==> src/rtl/ex_div_ctrl_if.sv <==
// rtl/ex_div_ctrl_if.sv - EX-stage to divide-sequencer handshake bundle
interface ex_div_if;
  logic        div_start;
  logic        div_signed;
  logic [31:0] div_src1;
  logic [31:0] div_src2;
  logic        pipe_stall;
  logic        div_cancel;
  logic [31:0] div_hi;
  logic [31:0] div_lo;
  logic        div_ready;
  logic        stallreq_from_ex;

  modport master (
    output div_start, div_signed, div_src1, div_src2, pipe_stall, div_cancel,
    input  div_hi, div_lo, div_ready, stallreq_from_ex
  );

  modport slave (
    input  div_start, div_signed, div_src1, div_src2, pipe_stall, div_cancel,
    output div_hi, div_lo, div_ready, stallreq_from_ex
  );
endinterface

==> src/rtl/ex_div_ctrl.sv <==
// rtl/ex_div_ctrl.sv - iterative radix-2 restoring divider with EX stall request
// Optional EX_DIV_DBZ_FAST_EN: divide-by-zero skips the iterations and completes one cycle after start.
module ex_div_ctrl #(
  parameter int DATA_W = 32,
  parameter int CNT_W  = 6
) (
  input  logic     clk,
  input  logic     rst,
  ex_div_if.slave  dif
);
  typedef enum logic [1:0] {IDLE, CALC, DONE} state_t;

  state_t              state, state_nxt;
  logic [CNT_W-1:0]    cnt;
  logic [2*DATA_W-1:0] rq;
  logic [DATA_W-1:0]   divisor;
  logic                sign_q, sign_r;
  logic [DATA_W-1:0]   hi_q, lo_q;

  logic [DATA_W-1:0]   abs1, abs2;
  logic [2*DATA_W-1:0] rq_sh, rq_step;
  logic [DATA_W-1:0]   hi_fix, lo_fix;
  logic                last_step, dbz_fast;
  logic                ready_c, stallreq_c;

  assign abs1 = (dif.div_signed && dif.div_src1[DATA_W-1]) ? -dif.div_src1 : dif.div_src1;
  assign abs2 = (dif.div_signed && dif.div_src2[DATA_W-1]) ? -dif.div_src2 : dif.div_src2;

`ifdef EX_DIV_DBZ_FAST_EN
  assign dbz_fast = (dif.div_src2 == '0);
`else
  assign dbz_fast = 1'b0;
`endif

  // One restoring step: shift, trial-subtract, keep the difference if it did not underflow.
  always_comb begin
    rq_sh   = rq << 1;
    rq_step = rq_sh;
    if (rq_sh[2*DATA_W-1:DATA_W] >= divisor) begin
      rq_step[2*DATA_W-1:DATA_W] = rq_sh[2*DATA_W-1:DATA_W] - divisor;
      rq_step[0]                 = 1'b1;
    end
  end

  assign lo_fix    = sign_q ? -rq_step[DATA_W-1:0] : rq_step[DATA_W-1:0];
  assign hi_fix    = sign_r ? -rq_step[2*DATA_W-1:DATA_W] : rq_step[2*DATA_W-1:DATA_W];
  assign last_step = (cnt == CNT_W'(DATA_W-1));

  always_ff @(posedge clk) begin
    if (rst) state <= IDLE;
    else     state <= state_nxt;
  end

  // Cancel masks both outputs combinationally, so a flush never sees a stale ready/stall.
  always_comb begin
    state_nxt  = state;
    ready_c    = 1'b0;
    stallreq_c = 1'b0;
    if (dif.div_cancel) begin
      state_nxt = IDLE;
    end else begin
      case (state)
        IDLE: if (dif.div_start) begin
          stallreq_c = 1'b1;
          state_nxt  = dbz_fast ? DONE : CALC;
        end
        CALC: begin
          stallreq_c = 1'b1;
          if (last_step) state_nxt = DONE;
        end
        DONE: begin
          ready_c = 1'b1;
          if (!dif.pipe_stall) state_nxt = IDLE;
        end
        default: state_nxt = IDLE;
      endcase
    end
  end

  always_ff @(posedge clk) begin
    if (rst) begin
      cnt     <= '0;
      rq      <= '0;
      divisor <= '0;
      sign_q  <= 1'b0;
      sign_r  <= 1'b0;
      hi_q    <= '0;
      lo_q    <= '0;
    end else if (!dif.div_cancel) begin
      if (state == IDLE && dif.div_start) begin
        cnt     <= '0;
        rq      <= {{DATA_W{1'b0}}, abs1};
        divisor <= abs2;
        sign_q  <= dif.div_signed & (dif.div_src1[DATA_W-1] ^ dif.div_src2[DATA_W-1]);
        sign_r  <= dif.div_signed & dif.div_src1[DATA_W-1];
        // Zero divisor: quotient of all ones, remainder |dividend|, after sign fix-up.
        if (dbz_fast) begin
          hi_q <= dif.div_src1;
          lo_q <= (dif.div_signed && dif.div_src1[DATA_W-1]) ? DATA_W'(1) : '1;
        end
      end else if (state == CALC) begin
        rq  <= rq_step;
        cnt <= cnt + 1'b1;
        if (last_step) begin
          hi_q <= hi_fix;
          lo_q <= lo_fix;
        end
      end
    end
  end

  assign dif.div_hi           = hi_q;
  assign dif.div_lo           = lo_q;
  assign dif.div_ready        = ready_c;
  assign dif.stallreq_from_ex = stallreq_c;
endmodule

==> src/flat_wrapper.sv <==
// flat-port wrapper written by rule: the top's interface ports become plain ports
module ex_div_ctrl_flat 
#(
  parameter int DATA_W = 32,
  parameter int CNT_W  = 6
)
  (clk, rst, dif_div_start, dif_div_signed, dif_div_src1, dif_div_src2, dif_pipe_stall, dif_div_cancel, dif_div_hi, dif_div_lo, dif_div_ready, dif_stallreq_from_ex);
  ex_div_if dif_i ();
  input  logic clk;
  input  logic rst;
  input wire logic [$bits(dif_i.div_start)-1:0] dif_div_start;
  input wire logic [$bits(dif_i.div_signed)-1:0] dif_div_signed;
  input wire logic [$bits(dif_i.div_src1)-1:0] dif_div_src1;
  input wire logic [$bits(dif_i.div_src2)-1:0] dif_div_src2;
  input wire logic [$bits(dif_i.pipe_stall)-1:0] dif_pipe_stall;
  input wire logic [$bits(dif_i.div_cancel)-1:0] dif_div_cancel;
  output wire logic [$bits(dif_i.div_hi)-1:0] dif_div_hi;
  output wire logic [$bits(dif_i.div_lo)-1:0] dif_div_lo;
  output wire logic [$bits(dif_i.div_ready)-1:0] dif_div_ready;
  output wire logic [$bits(dif_i.stallreq_from_ex)-1:0] dif_stallreq_from_ex;
  assign dif_i.div_start = dif_div_start;
  assign dif_i.div_signed = dif_div_signed;
  assign dif_i.div_src1 = dif_div_src1;
  assign dif_i.div_src2 = dif_div_src2;
  assign dif_i.pipe_stall = dif_pipe_stall;
  assign dif_i.div_cancel = dif_div_cancel;
  assign dif_div_hi = dif_i.div_hi;
  assign dif_div_lo = dif_i.div_lo;
  assign dif_div_ready = dif_i.div_ready;
  assign dif_stallreq_from_ex = dif_i.stallreq_from_ex;
  ex_div_ctrl #(.DATA_W(DATA_W), .CNT_W(CNT_W)) u_core (.clk(clk), .rst(rst), .dif(dif_i));
endmodule
==> config.mk <==
export PLATFORM = sky130hd
export DESIGN_NAME = ex_div_ctrl_flat
export DESIGN_NICKNAME = d
export VERILOG_FILES = /design/src/rtl/ex_div_ctrl_if.sv /design/src/rtl/ex_div_ctrl.sv /design/src/flat_wrapper.sv
export SDC_FILE = /design/constraint.sdc
export NUM_CORES = 1
export LEC_CHECK = 0
export ABC_AREA = 1
export BUFFER_PORTS_ARGS = -buffer_cell sky130_fd_sc_hd__buf_2
export CORE_ASPECT_RATIO = 1.5
export CORE_MARGIN = 4
export CORE_UTILIZATION = 30
export DETAILED_ROUTE_END_ITERATION = 10
export GPL_ROUTABILITY_DRIVEN = 0
export GPL_TIMING_DRIVEN = 0
export PLACE_DENSITY = 0.46
export RECOVER_POWER = 50
export SYNTH_ARGS = -nofsm -noshare
export SYNTH_HDL_FRONTEND = slang
export SYNTH_SLANG_ARGS = --single-unit
==> constraint.sdc <==
create_clock -name clk -period 4.3 [get_ports clk]
set_input_delay 0.645 -clock clk [delete_from_list [all_inputs] [get_ports clk]]
set_output_delay 0.645 -clock clk [all_outputs]
set_load 0.05 [all_outputs]
; ---- After elaboration in Yosys (flattened, before gate mapping)
; Cells that the tools add are included.
[classes]
n_lt_le_gt_ge = 1
mux = 19
n_bitwise = 5
add_sub_neg = 6
n_reduce_logical = 10
n_eq_ne = 6
[op_table]
columns = operator, count
row1 = 32-bit two-way mux, 5
row2 = 32-bit negation, 4
row3 = 63-bit two-way mux, 2
row4 = 32-bit greater-or-equal comparator, 1
row5 = 32-bit subtractor, 1
row6 = 6-bit two-way mux, 2
row7 = "6-bit by 1-bit adder with 6-bit output, second input constant", 1
row8 = "6-bit by 5-bit equality test with 1-bit output, second input constant", 1
row9 = 2-bit two-way mux, 3
row10 = 2-bit one-hot mux with 3 select lines, 1
row11 = 1-bit two-way mux, 5
row12 = "2-bit inequality test, second input constant", 2
row13 = 2-bit AND reduction, 2
row14 = 4-bit AND reduction, 1
row15 = 1-bit logical AND, 3
row16 = 3-bit AND reduction, 1
row17 = 1-bit bitwise AND, 2
row18 = "2-bit by 1-bit equality test with 1-bit output, second input constant", 1
row19 = "2-bit equality test, second input constant", 1
row20 = 2-bit logical NOT, 1
row21 = "2-bit by 1-bit inequality test with 1-bit output, second input constant", 1
row22 = 1-bit NOT, 2
row23 = 1-bit one-hot mux with 2 select lines, 1
row24 = 2-bit nonzero test, 1
row25 = 2 further kinds, 2
[word_totals]
out_inout_bits = 66
input_bits = 70
wordCells = 55
reg_bits = 169

; ---- Longest topological paths before layout
; Gate-level depths: netlist (run 1).
[logic_depth]
word_depth = 4
mapped_depth = 27
depth_no_buf = 26

; ---- Worst setup path after synthesis (run 1)
; OpenSTA, ideal clock, no wires.
[synth_path]
kind = register to register
startpoint = register u_core.divisor[11]
endpoint = register u_core.lo_q[30] (netlist: u_core.dif.div_lo[30])
setup_slack_ns = 1.155
required_time_ns = 4.185
n_path_buf = 1
path_stages_with_launch = 26
arrival_time_ns = 3.030
cell_sequence = dfxtp_1 inv_1 ha_1 nand2_2 inv_1 nand2_1 nand2_1 a21oi_2 nand3_2 nand2_4 nand2_8 inv_2 buf_2 ha_1 inv_1 nor3_1 nand3_1 inv_1 nand3_1 nor2_1 nand4_1 inv_1 a31oi_1 xor2_1 o21ai_0 inv_1
[synth_via]
elab_chain_len = 4
[synth_lines]
columns = element, line_no
row1 = from (decl), ex_div_ctrl.sv:16  ; logic [DATA_W-1:0] divisor;
row2 = from (signal assigned), ex_div_ctrl.sv:93  ; divisor <= abs2;
row3 = 32-bit greater-or-equal comparator, ex_div_ctrl.sv:39  ; if (rq_sh[2*DATA_W-1:DATA_W] >= divisor) begin
row4 = 1-bit two-way mux, ex_div_ctrl.sv:39
row5 = 32-bit negation, ex_div_ctrl.sv:45  ; assign lo_fix = sign_q ? -rq_step[DATA_W-1:0] : rq_step[DATA_W-1:0];
row6 = 32-bit two-way mux, ex_div_ctrl.sv:45
row7 = to (signal assigned), ex_div_ctrl.sv:99  ; lo_q <= (dif.div_signed && dif.div_src1[DATA_W-1]) ? DATA_W'(1) : '1;
row8 = to (signal assigned), ex_div_ctrl.sv:106  ; lo_q <= lo_fix;
row9 = to (decl), ex_div_ctrl.sv:18  ; logic [DATA_W-1:0] hi_q, lo_q;
; No other way between the ends.
; A chain may end at the register's enable or synchronous reset.

; ---- Worst setup path after layout (run 1)
[layout_path]
startpoint = register u_core.divisor[18]
endpoint = register u_core.lo_q[28] (netlist: u_core.dif.div_lo[28])
; Same word-level chain as after synthesis.

==> results of run 1 <==
worst register-to-register path: stages (launching register included):
cell and delay (ns):
dfxtp_1 0.31, inv_1 0.10, ha_1 0.41, nand2_1 0.15
inv_1 0.05, nand2_1 0.07, nand2_1 0.09, a21oi_2 0.19
nor2_1 0.09, nor2_4 0.13, buf_12 0.13, nand2_8 0.09
inv_4 0.18, ha_1 0.18, inv_1 0.06, nor3_1 0.18
nand3_1 0.16, inv_1 0.11, nand3_1 0.14, nor2_1 0.18
nand4_1 0.11, inv_1 0.18, a21oi_1 0.10, xor2_1 0.22
o21ai_0 0.18, inv_1 0.05
worst paths after layout:
path	slack, ns	start	end	depth (start not counted)
setup reg to reg	0.35	u_core.divisor[18]	u_core.dif.div_lo[28]	25
hold reg to reg	0.49	u_core.cnt[4]	u_core.cnt[4]	2
hold / removal	0.46	dif_pipe_stall	u_core.state[1]	3
setup / recovery	0.35	u_core.divisor[18]	u_core.dif.div_lo[28]	25
kinds of logic (layout without fill, tap and decap cells):
logic type	after synthesis	in the layout	synth area share [%]
buffers and inverters	394	561	12.1
adders and majority gates	38	38	3.80
xor gates and xnor gates	59	59	4.07
DFF	169	169	26.6
AOI/OAI and AO/OA	368	368	16.1
and+or+nand+nor	1121	1121	37.3
state kept, by name (all words and copies together) (netlist names):
name,cells
u_core.cnt,6
u_core.divisor,32
u_core.dif.div_lo,32
u_core.state,2
u_core.dif.div_hi,32
u_core.rq,63
u_core.sign_q,1
u_core.sign_r,1
cell type report:
type | instances | area, um2
fill | 4864 | 27300
timing repair buffer | 136 | 614
buffer | 76 | 343
sequential | 169 | 3380
inverter | 317 | 1190
clock buffer | 19 | 443
clock inverter | 13 | 206
multi-input combinational | 1586 | 7760
tap | 564 | 706
routing by layer:
layer | vias up | global-route usage [%]
li1 | 7172 | -
met1 | 6390 | 23.6
met2 | 338 | 45.5
met3 | 105 | 2.73
met4 | 0 | 13.2
met5 | - | 0
cells in the mapped netlist (3+ instances only):
cell / count
nand2_2: 20
dfxtp_1: 169
xnor2_1: 22
o211ai_1: 12
nor2_2: 11
xor2_1: 37
a21oi_1: 156
inv_1: 307
nor2_4: 3
nor2_1: 237
inv_2: 6
ha_1: 37
o21ai_0: 123
buf_6: 4
nor3_1: 30
nor4_1: 9
nand2_1: 621
nand3b_1: 13
o22ai_1: 19
o21ai_1: 13
clkinv_1: 4
a31oi_1: 8
or2_1: 4
or2_2: 4
o221ai_1: 6
a221oi_1: 11
o41ai_1: 3
buf_1: 8
nand3_1: 141
nand4_1: 13
buf_2: 8
o21bai_1: 4
clkbuf_1: 54
power by group through the flow:
| stage | combinational (mW) | sequential, mW | clock [mW] |
|---|---|---|---|
| after floorplan | 1.47 | 1.68 | 0 |
| after global placement | 2.11 | 1.71 | 0 |
| after CTS | 2.13 | 1.67 | 1.80 |
| final | 2.14 | 1.68 | 1.76 |
| after detailed placement | 2.11 | 1.71 | 0 |
| after global routing | 2.38 | 1.68 | 1.85 |
timing repair:
item / CTS / global route
endpoints found under the setup margin: 2 / 6
endpoints found under the hold margin: 0 / 0
resized for setup: 0 / 2
pin swaps: 1 / 0
setup buffers: 2 / 0
==> summary.txt, run 1 <==
Clocking
  • # hold bufs at CTS: 0
  • Root Driver: clkbuf_16
  • Clk sinks: between 150 and 200
  • H-tree levels: 4
  • Reg clk slew, reported paths: approximately 0.080 ns
  • Later-pin clock latency in the skew report: ~0.45 ns
  • Inserted Clock Buffers: 17
  • CTS tree: done
  • Clock Path Buffers: 2

Cells and area
  • Diode count: 0
  • Core Util, Final: a little over a third
  • Final non-filler cell total: roughly 2900
  • Commonest non-fill, non-tap cells in the layout: nand2_1 (621), inv_1 (307), nor2_1 (238), dfxtp_1 (169), a21oi_1 (156)
  • Total Nets Final: 2411
  • Share of layout cells above drive strength 1: just over 7%
  • Design Area, Final: between 10000 and 15000 um2
  • Commonest non-fill, non-tap cell in the layout: nand2_1
  • Area Growth Syn to Fin: 15.3%

Drt
  • DRT iter0 DRCs: between 700 and 800
  • Final ANT Viol Nets: 0
  • Met2 wire len: between 20000 and 30000 um
  • Drt total wl: about 54000 um
  • DRT met1 WL: around 20000 um
  • Met3 WL post-DR: 1590 um
  • Vias: ~14000
  • DRC errors left: 0
  • Vias/cell: slightly below 5
  • Routed len/inst: between 15 and 20 um
  • DR top layer: met4
  • First drt pass iteration count: 5

Floorplan
  • Row cnt: around 90
  • Die height: 260 um
  • Initial Utilization: between 30% and 40%
  • Die area: 45700 um2
  • Die span in x: approximately 180 um
  • Core Region: between 40000 and 50000 um2
  • IO Pins: 136

Power and ir drop
  • Switching part of the total: just over 40%
  • Power Density: 380 nW/um2
  • Total Power: 5.57 mW
  • Part of the power in registers: 30.1%
  • Pleak: ~7.1 nW
  • Cell Int Power: between 3 and 4 mW
  • P_sw: 2.31 mW
  • Clock power frac: 31.5%
  • Peak VDD IR: roughly 260 uV
  • Comb pwr share: 38.4%

Timing
  • Slew Viols, Final: 0
  • Final worst slack: 0.349 ns
  • Max frequency: around 250 MHz
  • Fin crit period: 3.95 ns
  • Slew margin rel.: 43.6%
  • Post-route setup TNS: 0 ns
  • RSZ-0062 raised after global routing: no
  • Worst Tran Pin Value: approximately 0.84 ns
  • Ratio of final minimum period to clock period: between 90% and 100%
  • Worst hold slack: 0.460 ns
  • Clock skew: around 0.014 ns
  • Fin. Hold Viols: 0
  • Final Setup Violations: 0

Critical path
  • Critical path buffers and inverters: 8
  • Crit. End Element: register
  • Critical Path RT: 4.64 ns
  • Worst path max stage delay: ~0.4 ns
  • Crit-path leading delay family: simple AND/OR/NAND/NOR gates
  • Critical path arrival: between 4 and 5 ns
  • Type of the worst setup path: reg -> reg
  • Most used cell along the critical path: inv_1
  • Slowest CP cell: ha_1
  • CP max FO: 12
  • Startpoint Class: register

Outcome
  • Status: complete, no violations

GRT
  • GRT overflow: 0
  • Initial antenna violation count: 0
  • Vias in the first global route: 13839
  • GR Util All Layers: a little under a quarter
  • Pin count of the biggest net entering global routing: 17
  • First-pass GRT wire length: 81100 um

Yosys
  • Distinct cells, synth: between 50 and 60
  • Post-synth top flop: dfxtp_1
  • Syn Std Cell Area: between 10000 and 15000 um2
  • Sequential cell area fraction in the yosys report: 26.6%
  • Synth Instances: around 2100
  • EDFF count, synth: 0
  • FF+latch count, synth: approximately 170
  • Synth area leaders: dfxtp_1 (27%), nand2_1 (18%), inv_1 (9.1%)
  • Share of the synthesized area in the top cell type: 26.6%
  • Synth Area per Inst: slightly below 6 um2
  • Async set-reset flop share out of synthesis: 0%
  • Mapped Nets: 2257
  • Yosys Warn Count: 0
  • Largest area contributor in the netlist: dfxtp_1

Placed design
  • DP Area: between 10000 and 15000 um2
  • DP Cell Count: around 2800
  • Port bufs: around 130
  • Final HPWL DP: around 45000 um
  • Pre-CTS setup slack: 0.0240 ns

Run
  • Max capacitance violation total: 0

Min path
  • HP Class: in -> reg
Note: power is estimated with default switching activity, not from simulation.
==> run 2, diff against run 1 <==
--- a/config.mk
+++ b/config.mk
@@ -14,7 +14,7 @@
 export GPL_ROUTABILITY_DRIVEN = 0
 export GPL_TIMING_DRIVEN = 0
 export PLACE_DENSITY = 0.46
-export RECOVER_POWER = 50
+export RECOVER_POWER = 100
 export SYNTH_ARGS = -nofsm -noshare
 export SYNTH_HDL_FRONTEND = slang
 export SYNTH_SLANG_ARGS = --single-unit
==> run 2 against run 1 <==
  * Die area stayed put
  * Global-route usage unchanged
  * Largest cell class unchanged
  * Non-clock buffer count is the same
  * Total power fell by 0.56%
  * First-iteration DRC count rose by 4.2%
  * Setup slack lost 0.089 ns
  * Register-to-register slack got worse by 0.09 ns
  * Clock-buffer cell count unchanged
  * Fmax shrank 2.2%
  * Clock power about the same
  * Sequential share of layout area increased by 0.085 points
  * Final cell count did not move
==> summary.txt, run 2 (synthesized netlist as in run 1, its figures left out) <==
Outcome
  • Status: complete, no violations

GRT
  • GR Util All Layers: 23.3% (unchanged)
  • Pin count of the biggest net entering global routing: 17 (unchanged)
  • GRT overflow: 0 (unchanged)
  • Vias in the first global route: 13839 (unchanged)
  • Initial antenna violation count: 0 (unchanged)
  • First-pass GRT wire length: 81100 um (unchanged)

Placed design
  • Port bufs: 134 (unchanged)
  • Final HPWL DP: 44800 um (unchanged)
  • DP Area: 14100 um2 (unchanged)
  • DP Cell Count: 2847 (unchanged)
  • Pre-CTS setup slack: 0.0240 ns (unchanged)

Critical path
  • Critical Path RT: 4.66 ns (+0.02 ns)
  • Startpoint Class: register
  • Type of the worst setup path: reg -> reg
  • Critical path arrival: 4.40 ns (+0.11 ns)
  • CP max FO: 10 (-2)
  • Worst path max stage delay: 0.46 ns (+0.06 ns)
  • Crit. End Element: register
  • Slowest CP cell: clkbuf_1
  • Most used cell along the critical path: nand2_1

Floorplan
  • Initial Utilization: 30.3% (unchanged)
  • Die height: 260 um (unchanged)
  • IO Pins: 136 (unchanged)
  • Die area: 45700 um2 (unchanged)
  • Row cnt: 92 (unchanged)
  • Core Region: 41900 um2 (unchanged)
  • Die span in x: 176 um (unchanged)

Timing
  • Worst Tran Pin Value: 0.868 ns (+0.0248 ns)
  • Post-route setup TNS: 0 ns (unchanged)
  • Max frequency: 248 MHz (-2.2%)
  • Clock skew: 0.0135 ns (-0.000291 ns)
  • Worst hold slack: 0.460 ns (+0.000277 ns)
  • Slew margin rel.: 41.9% (-1.7 points)
  • Final worst slack: 0.260 ns (-0.0890 ns)
  • RSZ-0062 raised after global routing: no
  • Fin. Hold Viols: 0 (unchanged)
  • Ratio of final minimum period to clock period: 93.9% (+2.1 points)
  • Fin crit period: 4.04 ns (+0.0890 ns)
  • Final Setup Violations: 0 (unchanged)
  • Slew Viols, Final: 0 (unchanged)

Drt
  • Drt total wl: 54000 um (about the same)
  • DRT iter0 DRCs: 775 (+4.2%)
  • Final ANT Viol Nets: 0 (unchanged)
  • Routed len/inst: 18.7 um (about the same)
  • Vias: 14029 (+0.17%)
  • Vias/cell: 4.87 (+0.17%)
  • DRC errors left: 0 (unchanged)
  • First drt pass iteration count: 5 (unchanged)

Cells and area
  • Commonest non-fill, non-tap cells in the layout: nand2_1 (626), inv_1 (307), nor2_1 (239), dfxtp_1 (169), a21oi_1 (156)
  • Number of flip-flops under the largest register name: 63 (unchanged)
  • Core Util, Final: 34.8% (-0.13 points)
  • Register area: 3380 um2 (unchanged)
  • Register bank with the most flops: u_core.rq
  • Commonest non-fill, non-tap cell in the layout: nand2_1
  • Diode count: 0 (unchanged)
  • Filler cells: 4875 (+0.23%)
  • Design Area, Final: 14600 um2 (-0.37%)
  • Footprint of the multi-input gates: 7740 um2 (-0.19%)
  • Final non-filler cell total: 2880 (unchanged)
  • Total Nets Final: 2411 (unchanged)
  • Area Growth Syn to Fin: 14.9%
  • Share of layout cells above drive strength 1: 6.61% (-0.65 points)

Clocking
  • Root Driver: clkbuf_16
  • H-tree levels: 4 (unchanged)
  • Later-pin clock latency in the skew report: 0.45 ns (about the same)
  • CTS tree: done
  • Clk sinks: 169 (unchanged)
  • Clock Path Buffers: 2 (unchanged)
  • Inserted Clock Buffers: 17 (unchanged)
  • Reg clk slew, reported paths: 0.08 ns (about the same)

Power and ir drop
  • Pleak: 7.08 nW (-0.49%)
  • Power Density: 380 nW/um2 (-0.19%)
  • Peak VDD IR: 256 uV (-0.39%)
  • Total Power: 5.54 mW (-0.56%)

Run
  • Max capacitance violation total: 0 (unchanged)

Min path
  • HP Class: in -> reg
## run 2: cell count changes in the layout (fill, tap and decap cells not counted), sizes merged
cell and change:
clkbuf +11, buf -11
## run 2: worst paths after layout
path	start	end	slack [ns]	cells past startpoint
worst max register to register	u_core.rq[31]	u_core.dif.div_hi[26]	0.26	25
worst min register to register	u_core.cnt[4]	u_core.cnt[4]	0.49	2
worst max-delay path	u_core.rq[31]	u_core.dif.div_hi[26]	0.26	25
worst min-delay path	dif_pipe_stall	u_core.state[1]	0.46	3
## run 2: timing repair
action | 4_1_cts | 5_1_grt
hold buffers | 0 | 0
resized for setup | 0 | 2
pin swaps | 1 | 0
hold endpoints to repair | 0 | 0
setup endpoints to repair | 2 | 6
setup buffers | 2 | 0
## run 2: metal layers
| layer | up-vias | share of wire, % | global-route usage (%) |
|---|---|---|---|
| met5 | - | 0 | 0 |
| li1 | 7177 | - | - |
| met2 | 327 | 53 | 45.5 |
| met3 | 107 | 3.0 | 2.73 |
| met4 | 0 | 6.5 | 13.2 |
| met1 | 6418 | 37 | 23.6 |
## run 2: critical path: cells and delay by family, from the launching register on
kind	cells	cell delay, ns
buffers and inverters	5	1.04
adders and majority gates	2	0.63
DFF	1	0.38
and+or+nand+nor	18	1.88
## run 2: area by class of cell
type | instances | area share, %
Sequential cell | 169 | 23.2
Timing Repair Buffer | 136 | 4.19
Clock inverter | 13 | 1.41
Inverter | 317 | 8.17
Buffer | 76 | 2.10
Multi-Input combinational cell | 1586 | 53.1
Tap cell | 564 | 4.84
Clock buffer | 19 | 3.04
## run 2: power breakdown
group          internal (mW)  leakage, nW  switching [mW]
combinational          0.609         5.39            1.50
sequential              1.61         1.37          0.0606
clock                   1.01        0.319           0.748
total                   3.23         7.08            2.30
==> run 3, diff against run 2 <==
--- a/config.mk
+++ b/config.mk
@@ -7,7 +7,7 @@
 export LEC_CHECK = 0
 export ABC_AREA = 1
 export BUFFER_PORTS_ARGS = -buffer_cell sky130_fd_sc_hd__buf_2
-export CORE_ASPECT_RATIO = 1.5
+export CORE_ASPECT_RATIO = 0.75
 export CORE_MARGIN = 4
 export CORE_UTILIZATION = 30
 export DETAILED_ROUTE_END_ITERATION = 10
==> run 3 against run 2 <==
  * Register-to-register slack worse by 0.02 ns
  * Clock-buffer cell count fell by 1
  * Routed wire length fell by 4.3%
  * Critical path depth shrank 1
  * Sequential cell count unchanged
  * Total power is 0.24% lower
  * Highest routed layer unchanged
==> summary.txt, run 3 (synthesized netlist as in run 1, its figures left out) <==
Clocking
  • Clock Path Buffers: 2 (unchanged)
  • H-tree levels: 4 (unchanged)
  • CTS tree: done
  • Clk sinks: 169 (unchanged)
  • Inserted Clock Buffers: 17 (unchanged)
  • # hold bufs at CTS: 0 (unchanged)
  • Root Driver: clkbuf_16
  • Later-pin clock latency in the skew report: 0.46 ns (about the same)
  • Reg clk slew, reported paths: 0.07 ns (about the same)

Drt
  • Routed len/inst: 17.9 um (-4.2%)
  • Drt total wl: 51700 um (-4.3%)
  • Vias/cell: 4.90 (+0.65%)
  • DRC errors left: 0 (unchanged)
  • Final ANT Viol Nets: 0 (unchanged)
  • DRT iter0 DRCs: 1249 (+61%)
  • Vias: 14111 (+0.58%)
  • First drt pass iteration count: 5 (unchanged)

Critical path
  • RR Endpoint: u_core.dif.div_hi[21]
  • Startpoint Class: register
  • Reg-to-Reg Start: u_core.rq[31]
  • Type of the worst setup path: reg -> reg
  • CP max FO: 10 (unchanged)
  • Critical path arrival: 4.41 ns (about the same)
  • R2r worst-path depth: 24 (-4.0%)
  • R2R setup slack: 0.24 ns (-0.02 ns)
  • Crit. End Element: register
  • Critical Path RT: 4.65 ns (about the same)

Timing
  • Ratio of final minimum period to clock period: 94.3% (+0.38 points)
  • Slew margin rel.: 42.8% (+0.84 points)
  • Max frequency: 247 MHz (-0.40%)
  • Fin. Hold Viols: 0 (unchanged)
  • Final Setup Violations: 0 (unchanged)
  • Final worst slack: 0.244 ns (-0.0163 ns)
  • Fin crit period: 4.06 ns (+0.0163 ns)
  • Post-route setup TNS: 0 ns (unchanged)
  • Slew Viols, Final: 0 (unchanged)
  • RSZ-0062 raised after global routing: no
  • Clock skew: 0.0144 ns (+0.000876 ns)
  • Worst Tran Pin Value: 0.855 ns (-0.0125 ns)

Power and ir drop
  • Power Density: 378 nW/um2 (-0.35%)
  • Pleak: 7.07 nW (-0.24%)
  • Peak VDD IR: 359 uV (+40%)

Placed design
  • DP Area: 14100 um2 (about the same)
  • DP Cell Count: 2844 (-0.11%)
  • Pre-CTS setup slack: 0.103 ns (+0.0793 ns)
  • Port bufs: 134 (unchanged)
  • Final HPWL DP: 42900 um (-4.3%)

GRT
  • Vias in the first global route: 12779 (-7.7%)
  • First-pass GRT wire length: 76800 um (-5.3%)
  • GRT overflow: 0 (unchanged)
  • Pin count of the biggest net entering global routing: 17 (unchanged)
  • Initial antenna violation count: 0 (unchanged)
  • GR Util All Layers: 22.2% (-1.2 points)

Min path
  • WHS Path Cells: 3 (unchanged)
  • Worst hold path endpoint: u_core.state[1]
  • Worst Hold Launch: dif_pipe_stall
  • HP Class: in -> reg

Cells and area
  • Register bank with the most flops: u_core.rq
  • Final non-filler cell total: 2878 (-0.069%)
  • Number of flip-flops under the largest register name: 63 (unchanged)
  • Share of layout cells above drive strength 1: 6.99% (+0.39 points)
  • Diode count: 0 (unchanged)
  • Commonest non-fill, non-tap cell in the layout: nand2_1
  • Core Util, Final: 35.4% (+0.53 points)
  • Design Area, Final: 14600 um2 (+0.11%)
  • Commonest non-fill, non-tap cells in the layout: nand2_1 (623), inv_1 (305), nor2_1 (239), dfxtp_1 (169), a21oi_1 (156)
  • Total Nets Final: 2412 (+0.041%)
  • Area Growth Syn to Fin: 15.0%

Floorplan
  • IO Pins: 136 (unchanged)
  • Die area: 45700 um2 (about the same)
  • Die height: 186 um (-28%)
  • Die span in x: 246 um (+40%)
  • Core Region: 41300 um2 (-1.4%)
  • Row cnt: 64 (-30%)
  • Initial Utilization: 30.7% (+0.43 points)

Outcome
  • Status: complete, no violations

Run
  • Max capacitance violation total: 0 (unchanged)
[run 3: routing by layer]
metal,track usage (%),vias to the layer above,share of wire (%)
met5,0,-,0
li1,-,7174,-
met2,30.8,441,38
met3,4.93,27,7.5
met1,34.9,6469,53
met4,3.77,0,1.0
[run 3: report_power, final]
part | switching [mW] | internal (mW)
Sequential | 0.0577 | 1.61
Clock | 0.747 | 0.990
Combinational | 1.50 | 0.621
[run 3: worst max-delay path by stage]
stage | from | endpoint | slack, ns | cells after the start
2_1_floorplan | u_core.divisor[11] | u_core.dif.div_lo[30] | 1.15 | 25
3_3_place_gp | u_core.divisor[27] | u_core.dif.div_lo[26] | 0.1 | 23
3_5_place_dp | u_core.divisor[27] | u_core.dif.div_lo[26] | 0.10 | 23
4_1_cts | u_core.divisor[27] | u_core.dif.div_lo[26] | 0.07 | 23
5_1_grt | u_core.rq[31] | u_core.dif.div_hi[30] | 0.02 | 26
6_report | u_core.rq[31] | u_core.dif.div_hi[21] | 0.24 | 24
[run 3: what timing repair did]
action	in CTS	in global routing
endpoints found under the setup margin	0	6
gates resized for setup	0	8
buffers inserted	0	2
[run 3: area by class of cell]
type,instances,area (um2)
fillers,4824,26700
multi-input cells,1586,7750
flip-flops and latches,169,3380
inverters,317,1190
well taps,561,702
repair buffers,136,613
clock buffers,18,429
plain buffers,77,325
clock inverters,14,214
[run 3: critical path: stages, from the launching register on]
cell      delay (ns)
dfxtp_1         0.39
inv_1           0.08
ha_1            0.21
fa_1            0.40
inv_1           0.14
nand2_1         0.06
nand2_1         0.08
nand3_1         0.09
nand2_2         0.13
nand2_1         0.09
nand3_1         0.12
nand2_4         0.12
nand2_8         0.12
clkbuf_1        0.45
nand2_1         0.10
nand2_1         0.10
nand2_1         0.08
nor2_1          0.13
nand2_1         0.09
o21ai_1         0.48
nand2_1         0.15
nand2_1         0.09
nand2_1         0.04
o21ai_0         0.14
inv_1           0.05
[run 3: metrics by stage]
stage	hold WS, ns	total power [mW]
after floorplan	0.435	3.15
after global placement	0.463	3.78
after detailed placement	0.471	3.79
after CTS	0.436	5.54
after global routing	0.450	5.85
final	0.465	5.52
